$ cat src/rtl/input_pkg.sv
// Shared definitions for the push-button input path.
// Holds the key bit positions, the debounce constants and the
// per-channel event bundle used by key_debounce_ch.
package input_pkg;

  // Bit positions inside the key vector
  localparam int KEY_LEFT  = 0;
  localparam int KEY_RIGHT = 1;
  localparam int KEY_UP    = 2;
  localparam int KEY_DOWN  = 3;

  // 1 ms at a 50 MHz board clock
  localparam int DEBOUNCE_1MS_50MHZ = 50000;
  // Short window used in simulation
  localparam int DEBOUNCE_SIM = 4;

  // Registered per-channel state: debounced level plus edge pulses
  typedef struct packed {
    logic db;
    logic pressed;
    logic released;
  } key_evt_t;

endpackage

$ cat src/rtl/key_debounce_ch.sv
// One key channel: 2-FF synchroniser, counter-based debouncer and
// single-cycle press/release pulse generator.
// Ports:
//   clk      - board clock, rising edge
//   reset    - asynchronous active-low reset
//   k_in     - polarity-corrected asynchronous key level (1 = pressed)
//   db       - debounced level (registered)
//   pressed  - one-cycle pulse on a debounced 0->1 transition (registered)
//   released - one-cycle pulse on a debounced 1->0 transition (registered)
module key_debounce_ch
  import input_pkg::*;
#(
  parameter int DEBOUNCE_CYCLES = DEBOUNCE_1MS_50MHZ,
  parameter int CNT_W           = 16
) (
  input  logic clk,
  input  logic reset,
  input  logic k_in,
  output logic db,
  output logic pressed,
  output logic released
);

  // Last count value; reaching it with a still-differing input accepts
  // the new level, so the counter never needs to wrap.
  localparam logic [CNT_W-1:0] TERM = CNT_W'(DEBOUNCE_CYCLES - 1);

  logic             s1;
  logic             s2;
  logic [CNT_W-1:0] cnt;
  logic [CNT_W-1:0] cnt_next;
  key_evt_t         evt;
  key_evt_t         evt_next;

  // Two-flop synchroniser for the asynchronous pin
  always_ff @(posedge clk or negedge reset) begin
    if (!reset) begin
      s1 <= 1'b0;
      s2 <= 1'b0;
    end else begin
      s1 <= k_in;
      s2 <= s1;
    end
  end

  // Debounce decision: any agreement with the current level clears the
  // count, so a bounce train restarts the window with no partial credit.
  always_comb begin
    cnt_next          = cnt;
    evt_next          = evt;
    evt_next.pressed  = 1'b0;
    evt_next.released = 1'b0;
    if (s2 == evt.db) begin
      cnt_next = '0;
    end else if (cnt == TERM) begin
      cnt_next          = '0;
      evt_next.db       = s2;
      evt_next.pressed  = s2;
      evt_next.released = ~s2;
    end else begin
      cnt_next = cnt + CNT_W'(1);
    end
  end

  // Counter and output registers
  always_ff @(posedge clk or negedge reset) begin
    if (!reset) begin
      cnt <= '0;
      evt <= '0;
    end else begin
      cnt <= cnt_next;
      evt <= evt_next;
    end
  end

  assign db       = evt.db;
  assign pressed  = evt.pressed;
  assign released = evt.released;

endmodule

$ cat src/rtl/key_input_conditioner.sv
// Conditions raw board push-buttons into a clean key vector.
// Applies the pin polarity, then runs one independent debounce channel
// per key; any_key is the combinational OR of the debounced levels.
// Ports:
//   clk          - board clock, rising edge
//   reset        - asynchronous active-low reset
//   keys_raw     - raw asynchronous button pins
//   keys_db      - debounced levels, 1 = pressed
//   key_pressed  - one-cycle pulse per key on debounced 0->1
//   key_released - one-cycle pulse per key on debounced 1->0
//   any_key      - OR of keys_db
module key_input_conditioner
  import input_pkg::*;
#(
  parameter int NUM_KEYS        = 4,
  parameter int DEBOUNCE_CYCLES = DEBOUNCE_1MS_50MHZ,
  parameter int CNT_W           = 16,
  parameter int ACTIVE_LOW_KEYS = 0
) (
  input  logic                clk,
  input  logic                reset,
  input  logic [NUM_KEYS-1:0] keys_raw,
  output logic [NUM_KEYS-1:0] keys_db,
  output logic [NUM_KEYS-1:0] key_pressed,
  output logic [NUM_KEYS-1:0] key_released,
  output logic                any_key
);

  localparam logic INVERT = 1'(ACTIVE_LOW_KEYS);

  logic [NUM_KEYS-1:0] k_in;

  // Normalise so that 1 always means pressed before synchronisation
  assign k_in = keys_raw ^ {NUM_KEYS{INVERT}};

  for (genvar i = 0; i < NUM_KEYS; i++) begin : g_ch
    key_debounce_ch #(
      .DEBOUNCE_CYCLES(DEBOUNCE_CYCLES),
      .CNT_W          (CNT_W)
    ) u_ch (
      .clk     (clk),
      .reset   (reset),
      .k_in    (k_in[i]),
      .db      (keys_db[i]),
      .pressed (key_pressed[i]),
      .released(key_released[i])
    );
  end

  assign any_key = |keys_db;

endmodule

$ cat config.mk
export PLATFORM = sky130hd
export DESIGN_NAME = key_input_conditioner
export DESIGN_NICKNAME = d
export VERILOG_FILES = /design/src/rtl/input_pkg.sv /design/src/rtl/key_debounce_ch.sv /design/src/rtl/key_input_conditioner.sv
export SDC_FILE = /design/constraint.sdc
export NUM_CORES = 1
export LEC_CHECK = 0
export CORE_MARGIN = 3
export CORE_UTILIZATION = 45
export CTS_BUF_LIST = sky130_fd_sc_hd__clkbuf_2 sky130_fd_sc_hd__clkbuf_4 sky130_fd_sc_hd__clkbuf_8
export DETAILED_ROUTE_END_ITERATION = 10
export PLACE_DENSITY = 0.63
export SKIP_CTS_REPAIR_TIMING = 1
export SLEW_MARGIN = 10
export SYNTH_ARGS = -nofsm -noshare
export SYNTH_HDL_FRONTEND = slang
export SYNTH_SLANG_ARGS = --single-unit
$ cat constraint.sdc
create_clock -name clk -period 1.87 [get_ports clk]
set_clock_uncertainty 0.1 [all_clocks]
set_input_delay 0.187 -clock clk [delete_from_list [all_inputs] [get_ports clk]]
set_output_delay 0.187 -clock clk [all_outputs]
set_load 0.02 [all_outputs]
==> results of run 1 <==
-- final cells by class --
class,count,area (µm²)
Fill cell,756,3840
Sequential cell,84,2100
Timing Repair Buffer,38,358
Tap cell,105,131
Multi-Input combinational cell,253,1570
Clock inverter,5,61.3
Clock buffer,11,145
Inverter,12,45.0
-- cells in the final DEF (no fill, tap or decap) --
cell type        count
and3_1               5
nand4_2              2
dfrtp_1             84
nand4_1             12
nand3_1             20
mux2_2               4
xnor2_1             51
buf_4               18
o31ai_1              1
nor4_1              11
or2_0                1
inv_1               12
a21oi_1              1
bufinv_16            1
clkdlybuf4s50_1     16
clkbuf_8            10
nor4bb_1             6
and4b_1              1
nor3_1              17
nor2_1              74
clkinv_4             1
buf_12               2
ha_1                 4
nor4b_1              5
dlygate4sd3_1        1
clkinvlp_4           3
dlymetal6s2s_1       1
xor2_1               8
clkbuf_4             1
nand2_1             17
or4_1                2
nor3b_1              8
nand4b_1             3
-- kinds of logic after synthesis --
family,after synthesis,share of synthesized area (%)
buf+inv,28,4.05
compound gates,2,0.327
flops,84,54.9
mux,4,1.18
simple gates,184,24.8
xor+xnor,59,13.5
fa+ha+maj,4,1.31
-- sequential cells by signal, indices dropped and copies added, names as in the netlist --
register	count
g_ch.u_ch.released	4
g_ch.u_ch.db	4
g_ch.u_ch.s1	4
g_ch.u_ch.cnt	64
g_ch.u_ch.pressed	4
g_ch.u_ch.s2	4
-- metrics by stage --
stage	total power [µW]	setup WS [ns]	instance area, µm²
floorplan	1950	0.188	3830
global placement	2030	0.144	4190
detailed placement	2040	0.148	4190
CTS	3380	-0.259	4400
global route	3490	0.00880	4420
finish	3340	0.112	4420
-- worst max path at each step --
stage,start,endpoint,slack [ns],cells after the start
floorplan,g_ch[2].u_ch.cnt[0],g_ch[2].u_ch.cnt[10],0.19,6
global placement,g_ch[3].u_ch.db,any_key,0.14,2
detailed placement,g_ch[3].u_ch.db,any_key,0.15,2
CTS,g_ch[3].u_ch.db,any_key,-0.26,2
global route,g_ch[3].u_ch.cnt[10],g_ch[3].u_ch.cnt[11],0.009,5
finish,g_ch[3].u_ch.db,any_key,0.11,2
-- where the power goes --
part | internal (µW) | leakage (µW) | switching [µW] | total (µW)
Clock | 671 | 0.0000952 | 667 | 1340
Combinational | 51.5 | 0.000555 | 73.7 | 125
Sequential | 1840 | 0.00115 | 29.7 | 1870
-- per-layer routing --
layer / vias to the layer above / GRT usage (%) / wire length, µm
met1: 1235 / 21.1 / 3310
met5: - / 0 / 0
met2: 40 / 25.1 / 3090
met4: 0 / 6.30 / 136
li1: 1296 / - / -
met3: 8 / 3.43 / 213
==> results.cfg, run 1 <==
[timing]
relSlewSlack_pct = 73.3
drv_slew = 0
rsz0062_at_grt = no
max_slew.worst_pin.slew_ns = 0.397
min_period_over_period_pct = 94.0
clock.fmax_mhz = 569
setup_tns_ns = 0
hold_viol = 0
setup_viol = 0
finalCriticalPeriod_ns = 1.76
holdWs_ns = 0.164

[hold_path]
hold_class = primary input to asynchronous set/reset pin

[worst_setup_path]
reg2reg_setup_slack_ns = 0.13
cpPeakStageDelay_ns = 0.52
crit_type = flop to output pin
path_cells = or4_1, dlymetal6s2s_1
crit_fanout = 2
crit_required_ns = 1.58
crit_path_end_kind = output pin
arrival_ns = 1.47
slowest_stage = or4_1
r2r_end = g_ch[2].u_ch.cnt[15]
rr_startpoint = g_ch[2].u_ch.cnt[7]
crit_family = simple AND/OR/NAND/NOR gates
cp_num_buf_inv = 1
rr_worst_depth = 5
crit_path_start_kind = flop

[placement]
io_buffers = 18
dp_hpwl_um = 4680
gp_congestion = 0.807
placedCellCount = 490

[clock_network]
numCtsBuffers = 9
htree_levels = 3
cts-root-buf = clkbuf_8
clkLatencyLatePin_ns = 0.36
cts_max_path_buffers = 2
cts_tree = built
path_clk_slew_ns = 0.09
cts_sinks = 84

[drt]
wl_um = 6750
viasPerCell = 5.08
postRouteAntennaNets = 0
drt_iter0_drc = 78
wire_per_inst_um = 13.3
num_vias = 2579
drcViolationCount = 0
firstDrtPassIters = 4

[floorplanning]
die_height_um = 98.3
start_util_pct = 46.4
rows = 33
core_um2 = 8260
dieArea_um2 = 9650
num_io_pins = 19
die_x_um = 98.3

[yosys]
synth-edff-count = 0
synth_warnings = 0
synth_most_common_cell = dfrtp_1
synth_top_cell_by_area = dfrtp_1
synthesis.nets = 375
synthTopCellsByCount = dfrtp_1 (84), nor2_1 (74), xnor2_1 (51), nand3_1 (20)
ys_top_cells_by_area = dfrtp_1 (55%), xnor2_1 (12%), nor2_1 (7.3%)
ys_ff_latch = 84
synth_ff_type = dfrtp_1
avgSynthCellArea_um2 = 10.5
syn_inst = 365
synth_cell_types = 25
synth_area_um2 = 3830
synthArstFlopShare_pct = 100
yosysSeqAreaShare_pct = 54.9
synth_top_cell_area_share_pct = 54.9

[power]
cellLeakagePower_uw = 0.00180
ir_drop_uv = 390
power_density_nw_per_um2 = 756

[job]
drv_cap = 0

[finish]
syn2layout_area_growth_pct = 15.3
drive_gt1_share_pct = 10.4
final_util_pct = 53.5
fin_cells = 508
diodes = 0
layout.nets = 408

[global_routing]
antenna_found_initial = 0
first_global_vias = 2650
overflow = 0
grt_max_degree = 39
grt_usage_pct = 15.8
grt_pass1_wl_um = 12200

[status]
status = complete, no violations
Power figures use the tool's default switching activity.
==> run 2: changes to the inputs <==
CTS_BUF_LIST = unset   (was sky130_fd_sc_hd__clkbuf_2 sky130_fd_sc_hd__clkbuf_4 sky130_fd_sc_hd__clkbuf_8)
==> run 2 against run 1 <==
  * Critical endpoint unchanged
  * Sequential share of layout area is essentially flat
  * Count of clock-buffer cells in the layout stayed put
  * Final cell count unchanged
  * Maximum frequency hardly changed
  * First-iteration DRC count did not move
  * Wire length unchanged
  * Setup slack is essentially flat
  * Critical path type unchanged
  * Critical path depth unchanged
  * Register-to-register slack hardly changed
  * Worst hold slack hardly changed
==> results.cfg, run 2 (synthesized netlist as in run 1, its figures left out) <==
[status]
status = complete, no violations

[floorplanning]
start_util_pct = 46.4
rows = 33
die_x_um = 98.3
core_um2 = 8260
die_height_um = 98.3
num_io_pins = 19
dieArea_um2 = 9650

[finish]
layout_commonest_cell = dfrtp_1
final_cell_mix = dfrtp_1 (84), nor2_1 (74), xnor2_1 (51), nand3_1 (20), buf_4 (18)
largest_register_ffs = 64
layout.nets = 408
diodes = 0
fill_cells = 758
syn2layout_area_growth_pct = 15.2
regMostFlops = g_ch.u_ch.cnt
drive_gt1_share_pct = 10.2

[power]
comb_power_share_pct = 3.8
swShare_pct = 23.2
clkPwrFrac_pct = 39.8
p_switching_uw = 770
cellLeakagePower_uw = 0.00179
internal_power_uw = 2550
ir_drop_uv = 390
power_density_nw_per_um2 = 753
p_seq_share_pct = 56.4

[worst_setup_path]
slowest_stage = or4_1
crit_cells = 2
crit_path_start_kind = flop
critPathLaunch = g_ch[3].u_ch.db
cpPeakStageDelay_ns = 0.52
r2r_end = g_ch[2].u_ch.cnt[15]
rr_startpoint = g_ch[2].u_ch.cnt[7]
crit_required_ns = 1.58
crit_fanout = 2
crit_end = any_key
rr_worst_depth = 5
crit_family = simple AND/OR/NAND/NOR gates
reg2reg_setup_slack_ns = 0.13
cp_num_buf_inv = 1
crit_type = flop to output pin
path_cells = or4_1, dlymetal6s2s_1
crit_path_end_kind = output pin
arrival_ns = 1.47

[global_routing]
grt_pass1_wl_um = 12200
grt_usage_pct = 15.8
antenna_found_initial = 0
grt_max_degree = 39
overflow = 0
first_global_vias = 2650

[clock_network]
cts-root-buf = clkbuf_8
cts_sinks = 84
path_clk_slew_ns = 0.09
clkLatencyLatePin_ns = 0.36
htree_levels = 3
numCtsBuffers = 9
cts_tree = built
cts_max_path_buffers = 2

[placement]
dp_hpwl_um = 4680
dp_slack_ns = 0.148
gp_congestion = 0.807
io_buffers = 18

[drt]
viasPerCell = 5.07
num_vias = 2575
wire_per_inst_um = 13.3
postRouteAntennaNets = 0
drcViolationCount = 0
top_layer = met4
wl_um = 6750
drt_iter0_drc = 78
wl_met1_um = 3310
firstDrtPassIters = 4
wl_met3_um = 209
route.met2.wl_um = 3090

[timing]
rsz0062_at_grt = no
clock.fmax_mhz = 569
min_period_over_period_pct = 94.0
finalCriticalPeriod_ns = 1.76
relSlewSlack_pct = 73.3
hold_viol = 0
setup_viol = 0
setup_slack_ns = 0.112
holdWs_ns = 0.164
drv_slew = 0
max_slew.worst_pin.slew_ns = 0.397

[job]
drv_cap = 0

[hold_path]
hold_class = primary input to asynchronous set/reset pin
-- run 2: cell types whose count changed in the layout (fill, tap and decap cells not counted) --
| cell | before | now |
|---|---|---|
| clkbuf_1 | 0 | 1 |
| clkbuf_4 | 1 | 0 |
-- run 2: layout make-up --
cell class                 instances  area (µm²)  area share [%]
clock buffer                      11         141            3.20
clock inverter                     5        61.3            1.39
inverter                          12        45.0            1.02
multi-input combinational        253        1570            35.6
sequential                        84        2100            47.6
tap                              105         131            2.98
timing repair buffer              38         358            8.11
-- run 2: stage by stage --
stage | power [µW] | util (%) | cells | setup TNS (ns) | instance area (µm²)
final | 3320 | 53.4 | 508 | 0 | 4410
after global routing | 3480 | 53.4 | 508 | 0 | 4410
after CTS | 3370 | 53.2 | 506 | -0.259 | 4390
after detailed placement | 2040 | 50.7 | 490 | 0 | 4190
after global placement | 2030 | 50.7 | 490 | 0 | 4190
after floorplan | 1950 | - | 365 | 0 | 3830
-- run 2: worst min-delay path by stage --
stage / endpoint / slack (ns) / depth (start not counted) / startpoint
3_3_place_gp: g_ch[3].u_ch.cnt[2] / 0.006 / 1 / reset
4_1_cts: g_ch[3].u_ch.cnt[7] / -0.38 / 1 / reset
3_5_place_dp: g_ch[3].u_ch.cnt[7] / 0.01 / 1 / reset
2_1_floorplan: g_ch[0].u_ch.cnt[0] / -0.21 / 0 / reset
5_1_grt: g_ch[2].u_ch.s1 / 0.15 / 1 / keys_raw[2]
6_report: g_ch[3].u_ch.cnt[2] / 0.16 / 2 / reset
-- run 2: power by group through the flow --
stage / clock network [µW] / registers [µW] / logic, µW
after detailed placement: 0 / 1910 / 129
after floorplan: 0 / 1900 / 50.1
final: 1320 / 1870 / 125
after global placement: 0 / 1910 / 126
after global routing: 1450 / 1880 / 147
after CTS: 1360 / 1870 / 129
-- run 2: layer usage --
layer  GRT usage, %  up-vias
met4           6.30        0
met1           21.1     1234
li1               -     1296
met5              0        -
met3           3.43        8
met2           25.1       37
==> patch 1 (config.mk and constraints of run 1) <==
`CNT_W` is set to 16 in 2 places; all go to 24.
--- a/src/rtl/key_debounce_ch.sv
+++ b/src/rtl/key_debounce_ch.sv
@@ -13,3 +13,3 @@
   parameter int DEBOUNCE_CYCLES = DEBOUNCE_1MS_50MHZ,
-  parameter int CNT_W           = 16
+  parameter int CNT_W           = 24
 ) (
--- a/src/rtl/key_input_conditioner.sv
+++ b/src/rtl/key_input_conditioner.sv
@@ -16,3 +16,3 @@
   parameter int DEBOUNCE_CYCLES = DEBOUNCE_1MS_50MHZ,
-  parameter int CNT_W           = 16,
+  parameter int CNT_W           = 24,
   parameter int ACTIVE_LOW_KEYS = 0
Check against the original RTL: no difference found for any inputs over 10 cycles, from zero or initial values and one cycle with reset low; that may be too few to reach the edited logic, so the function may still have changed.
==> patch 1 against run 1 <==
The run now ends with setup timing left. Synthesized area grew 48%. Total power grew 56%. Cell area grew 87%. Worst setup slack lost 0.29 ns. Combinational power grew to 2.5 times the old value. Sequential power grew 37%. Utilization grew 14 points. Routed wire length grew 120%. Sequential cell count grew 32. Highest routed layer unchanged.
==> patch 1: results (changes against run 1) <==
- Met3 global-route usage: 4.737% (+1.3 points)
- Register area share after synthesis: 51.23% (-3.7 points)
- First-pass GRT wire length: 21900 um (+79%)
- Reg2reg end: g_ch[1].u_ch.cnt[16]$_DFF_PN0_
- Slowest cell delay on critical path: 0.54 ns (+0.02 ns)
- Vias: 5068 (+97%)
- Initial drt markers: 269 (+240%)
- Post-DP HPWL: 8774 um (+87%)
- Max reg flops: 96 (+50%)
- Placement Setup Slack: -0.1744 ns (-0.3229 ns)
- Setup TNS: -10.04 ns (-10.04 ns)
- 1st-pass router iterations: 6 (+2)
- Worst hold margin: 0.08192 ns (-0.08190 ns)
- GRT met1 Usage: 25.46% (+4.3 points)
- Skew-Pair Late Insertion Delay: 0.45 ns (+0.09 ns)
- Vias in the first global route: 4692 (+77%)
- Nets@finish: 717 (+76%)
- Hold Path Class: in2reg
- PnR worst setup slack: -0.1786 ns (-0.2905 ns)
- Synth Area in Compound Gates: 9.185% (+8.9 points)
- # H-tree levels: 4 (+1)
- Launch point of the worst path: g_ch[1].u_ch.cnt[0]$_DFF_PN0_
- Post-synthesis mux area share: 0.7949% (-0.38 points)
- Synth Area in Adders: 0.8832% (-0.42 points)
- CTS buffer count: 17 (+8)
- Met2 Wirelength: 7620 um (+150%)
- Failing checks: setup timing
- Synth top area cells: dfrtp_1, or4_1, xor2_1, nor2_1, xnor2_1
- Xor/xnor share of the synthesized area: 7.883% (-5.6 points)
- Syn_nets: 575 (+53%)
- Overall Global Routing Usage: 19.17% (+3.4 points)
- Largest net degree at the start of global routing: 117 (+200%)
- Share of cells above drive strength 1: 44.07% (+34 points)
- Inst Count DP: 831 (+70%)
- Routability cong.: 0.8026 (-0.52%)
- Average cell area after synthesis: 10.03 um^2 (-4.4%)
- Final setup violating endpoints: 99 (+99)
- Placed cell area: 6867 um^2 (+64%)
- Commonest cells in the netlist: dfrtp_1, nor2_1, a21oi_1
- Outcome: finished with violations
- CP Class: reg2reg
- Met3 WL: 567 um (+170%)
- WL/cell: 16.90 um (+27%)
- Count of different cell masters after synthesis: 37 (+48%)
- Clk slew on worst S/H paths: 0.07 ns (-0.02 ns)
==> patch 1: changes by cell type in the layout (fill, tap and decap cells not counted), sizes merged, moves of 11 or more <==
cell | run 1 | this run
o21ai | 0 | 14
dfrtp | 84 | 116
a21oi | 1 | 41
and4 | 0 | 11
clkbuf | 11 | 30
buf | 20 | 134
xnor2 | 51 | 23
nor2 | 74 | 56
nand2 | 17 | 34
xor2 | 8 | 28
o31ai | 1 | 23
nand3 | 20 | 34
or4 | 2 | 36
or3 | 0 | 16
==> patch 1: final cells by class <==
| type | count | area, um^2 |
|---|---|---|
| clock buffer | 24 | 311.5 |
| sequential | 116 | 2907 |
| tap | 168 | 210.2 |
| multi-input combinational | 404 | 3274 |
| timing repair buffer | 157 | 1440 |
| fill | 889 | 3902 |
| inverter | 11 | 41.29 |
| clock inverter | 5 | 75.07 |
==> patch 1: power by group <==
group | switching, uW | internal [uW]
clock | 995 | 1340
sequential | 24.6 | 2540
combinational | 169 | 145
total | 1190 | 4020
==> patch 2 (config.mk and constraints of run 1) <==
Without the edit above. Put a register stage on the output `key_pressed`, without a reset. The value now appears one clock later. The other outputs are not delayed to match. Comments in the files are not updated.
--- a/src/rtl/key_input_conditioner.sv
+++ b/src/rtl/key_input_conditioner.sv
@@ -30,2 +30,4 @@
 
+  logic [NUM_KEYS-1:0] key_pressed_d;
+
   logic [NUM_KEYS-1:0] k_in;
@@ -44,3 +46,3 @@
       .db      (keys_db[i]),
-      .pressed (key_pressed[i]),
+      .pressed (key_pressed_d[i]),
       .released(key_released[i])
@@ -51,2 +53,6 @@
 
+  always_ff @(posedge clk) begin
+      key_pressed <= key_pressed_d;
+  end
+
 endmodule
Behaviour: same outputs for any inputs over 10 cycles, from zero or initial values and one cycle with reset low; that may be too few to reach the edited logic, so the function may still have changed.
==> patch 2 against run 1 <==
Fmax is 2.2% lower. Synthesized area is 1.3% higher. Routed wire length is 2.8% lower. Cell area is 2.3% higher. Total power is 2.4% higher. Worst setup slack worse by 0.039 ns. Sequential cell count is 4 higher. Largest power group unchanged. Highest routed layer unchanged.
==> patch 2: results (changes against run 1) <==
- Outcome: complete, no violations
- WL/cell: 12.78 um (-3.7%)
- Relative slew slack: 69.08% (-4.2 points)
- Placed cell area: 4269 um^2 (+1.9%)
- Drt total wl: 6557 um (-2.8%)
- CP Max Fanout: 5 (+3)
- Area grow syn2layout: 16.38%
- Worst R2R Path Depth: 6 (+1)
- Share of cells above drive strength 1: 11.03% (+0.61 points)
- Initial drt markers: 109 (+40%)
- Routability cong.: 0.8273 (+2.5%)
- LEAKAGE: 0.001835 uW (+2.2%)
- Sw Ratio: 22.74% (-0.34 points)
- Port bufs: 18 (unchanged)
- Reg2reg end: g_ch[3].u_ch.cnt[12]$_DFF_PN0_
- Largest net degree at the start of global routing: 37 (-5.1%)
- Worst R2R Start: g_ch[3].u_ch.cnt[0]$_DFF_PN0_
- Inst Count DP: 494 (+0.82%)
- Register area share after synthesis: 56.24% (+1.4 points)
- Count of different cell masters after synthesis: 26 (+4.0%)
- First-pass GRT wire length: 11590 um (-5.1%)
- Max reg flops: 64 (unchanged)
- Average cell area after synthesis: 10.63 um^2 (+1.3%)
- Nets@finish: 413 (+1.2%)
- Fill count: 720 (-4.8%)
- Yosys warns: 0 (unchanged)
- Critical Path Slowest Stage Cell: clkdlybuf4s50_1
- Reg-to-reg slack, setup: 0.17 ns (+0.04 ns)
- Synth top area cells: dfrtp_1, xnor2_1, nor2_1, nand3_1, nor3_1
- DR vias/cell: 5.014 (-1.2%)
- Hold Path Class: in2reg
- Overall Global Routing Usage: 14.74% (-1.0 points)
- Vias in the first global route: 2459 (-7.2%)
-- patch 2: changes by cell type after synthesis --
cell,delta
dfxtp_1,+4
buf_4,-4
-- patch 2: layer usage --
metal | up-vias | track usage (%) | share of wire (%) | routed length [um]
met5 | - | 0 | 0 | 0
met4 | 0 | 5.462 | 1.7 | 111
met3 | 14 | 4.317 | 3.7 | 245
met2 | 39 | 21.28 | 43 | 2818
met1 | 1212 | 21.08 | 52 | 3380
li1 | 1307 | - | - | -
-- patch 2: cell type report --
type / instances / area share [%]
clock buffers: 10 / 3.048
clock inverters: 6 / 1.469
inverters: 12 / 0.9975
multi-input cells: 253 / 35.08
flip-flops and latches: 88 / 48.32
well taps: 105 / 2.909
repair buffers: 39 / 8.174
-- patch 2: power groups by stage --
stage / sequential (uW) / combinational, uW / clock [uW]
2_1_floorplan: 1990 / 50.1 / 0
3_3_place_gp: 2000 / 129 / 0
3_5_place_dp: 2000 / 131 / 0
4_1_cts: 1960 / 132 / 1390
5_1_grt: 1970 / 151 / 1460
6_report: 1960 / 130 / 1330
-- patch 2: stage by stage --
step	total power (uW)	hold slack, ns	TNS, ns	worst slack [ns]
6_report	3416	0.1615	0	0.07254
5_1_grt	3574	0.1384	0	-0.0000009992
4_1_cts	3478	-0.3124	-0.2149	-0.2149
3_5_place_dp	2128	0.08380	0	0.1595
3_3_place_gp	2125	0.07945	0	0.1669
2_1_floorplan	2041	-0.2086	0	0.1884
-- patch 2: kinds of logic (layout without fill, tap and decap cells) --
kind of cell	Yosys count	after routing	share of synthesized area, %
DFF	88	88	56.24
xor gates and xnor gates	59	59	13.32
muxes	4	4	1.161
adders and majority gates	4	4	1.290
AOI/OAI and AO/OA	2	2	0.3224
and+or+nand+nor	184	184	24.44
buffers and inverters	24	67	3.225
-- patch 2: worst reg2reg max path: stages, from the launching register on --
cell and delay (ns):
dfrtp_1 0.43, ha_1 0.23, nand4_1 0.21, buf_4 0.21, nor3_1 0.22, xnor2_1 0.15
nor2_1 0.05
-- patch 2: how the worst max path moves through the flow --
| stage | startpoint | end | slack (ns) |
|---|---|---|---|
| global route | g_ch[0].u_ch.db$_DFFE_PN0P_ | keys_db[0] | -0.000001 |
| floorplan | g_ch[2].u_ch.cnt[0]$_DFF_PN0_ | g_ch[2].u_ch.cnt[10]$_DFF_PN0_ | 0.19 |
| detailed placement | g_ch[3].u_ch.cnt[0]$_DFF_PN0_ | g_ch[3].u_ch.cnt[14]$_DFF_PN0_ | 0.16 |
| CTS | g_ch[3].u_ch.db$_DFFE_PN0P_ | any_key | -0.21 |
| finish | g_ch[0].u_ch.db$_DFFE_PN0P_ | keys_db[0] | 0.07 |
| global placement | g_ch[3].u_ch.cnt[0]$_DFF_PN0_ | g_ch[3].u_ch.cnt[14]$_DFF_PN0_ | 0.17 |
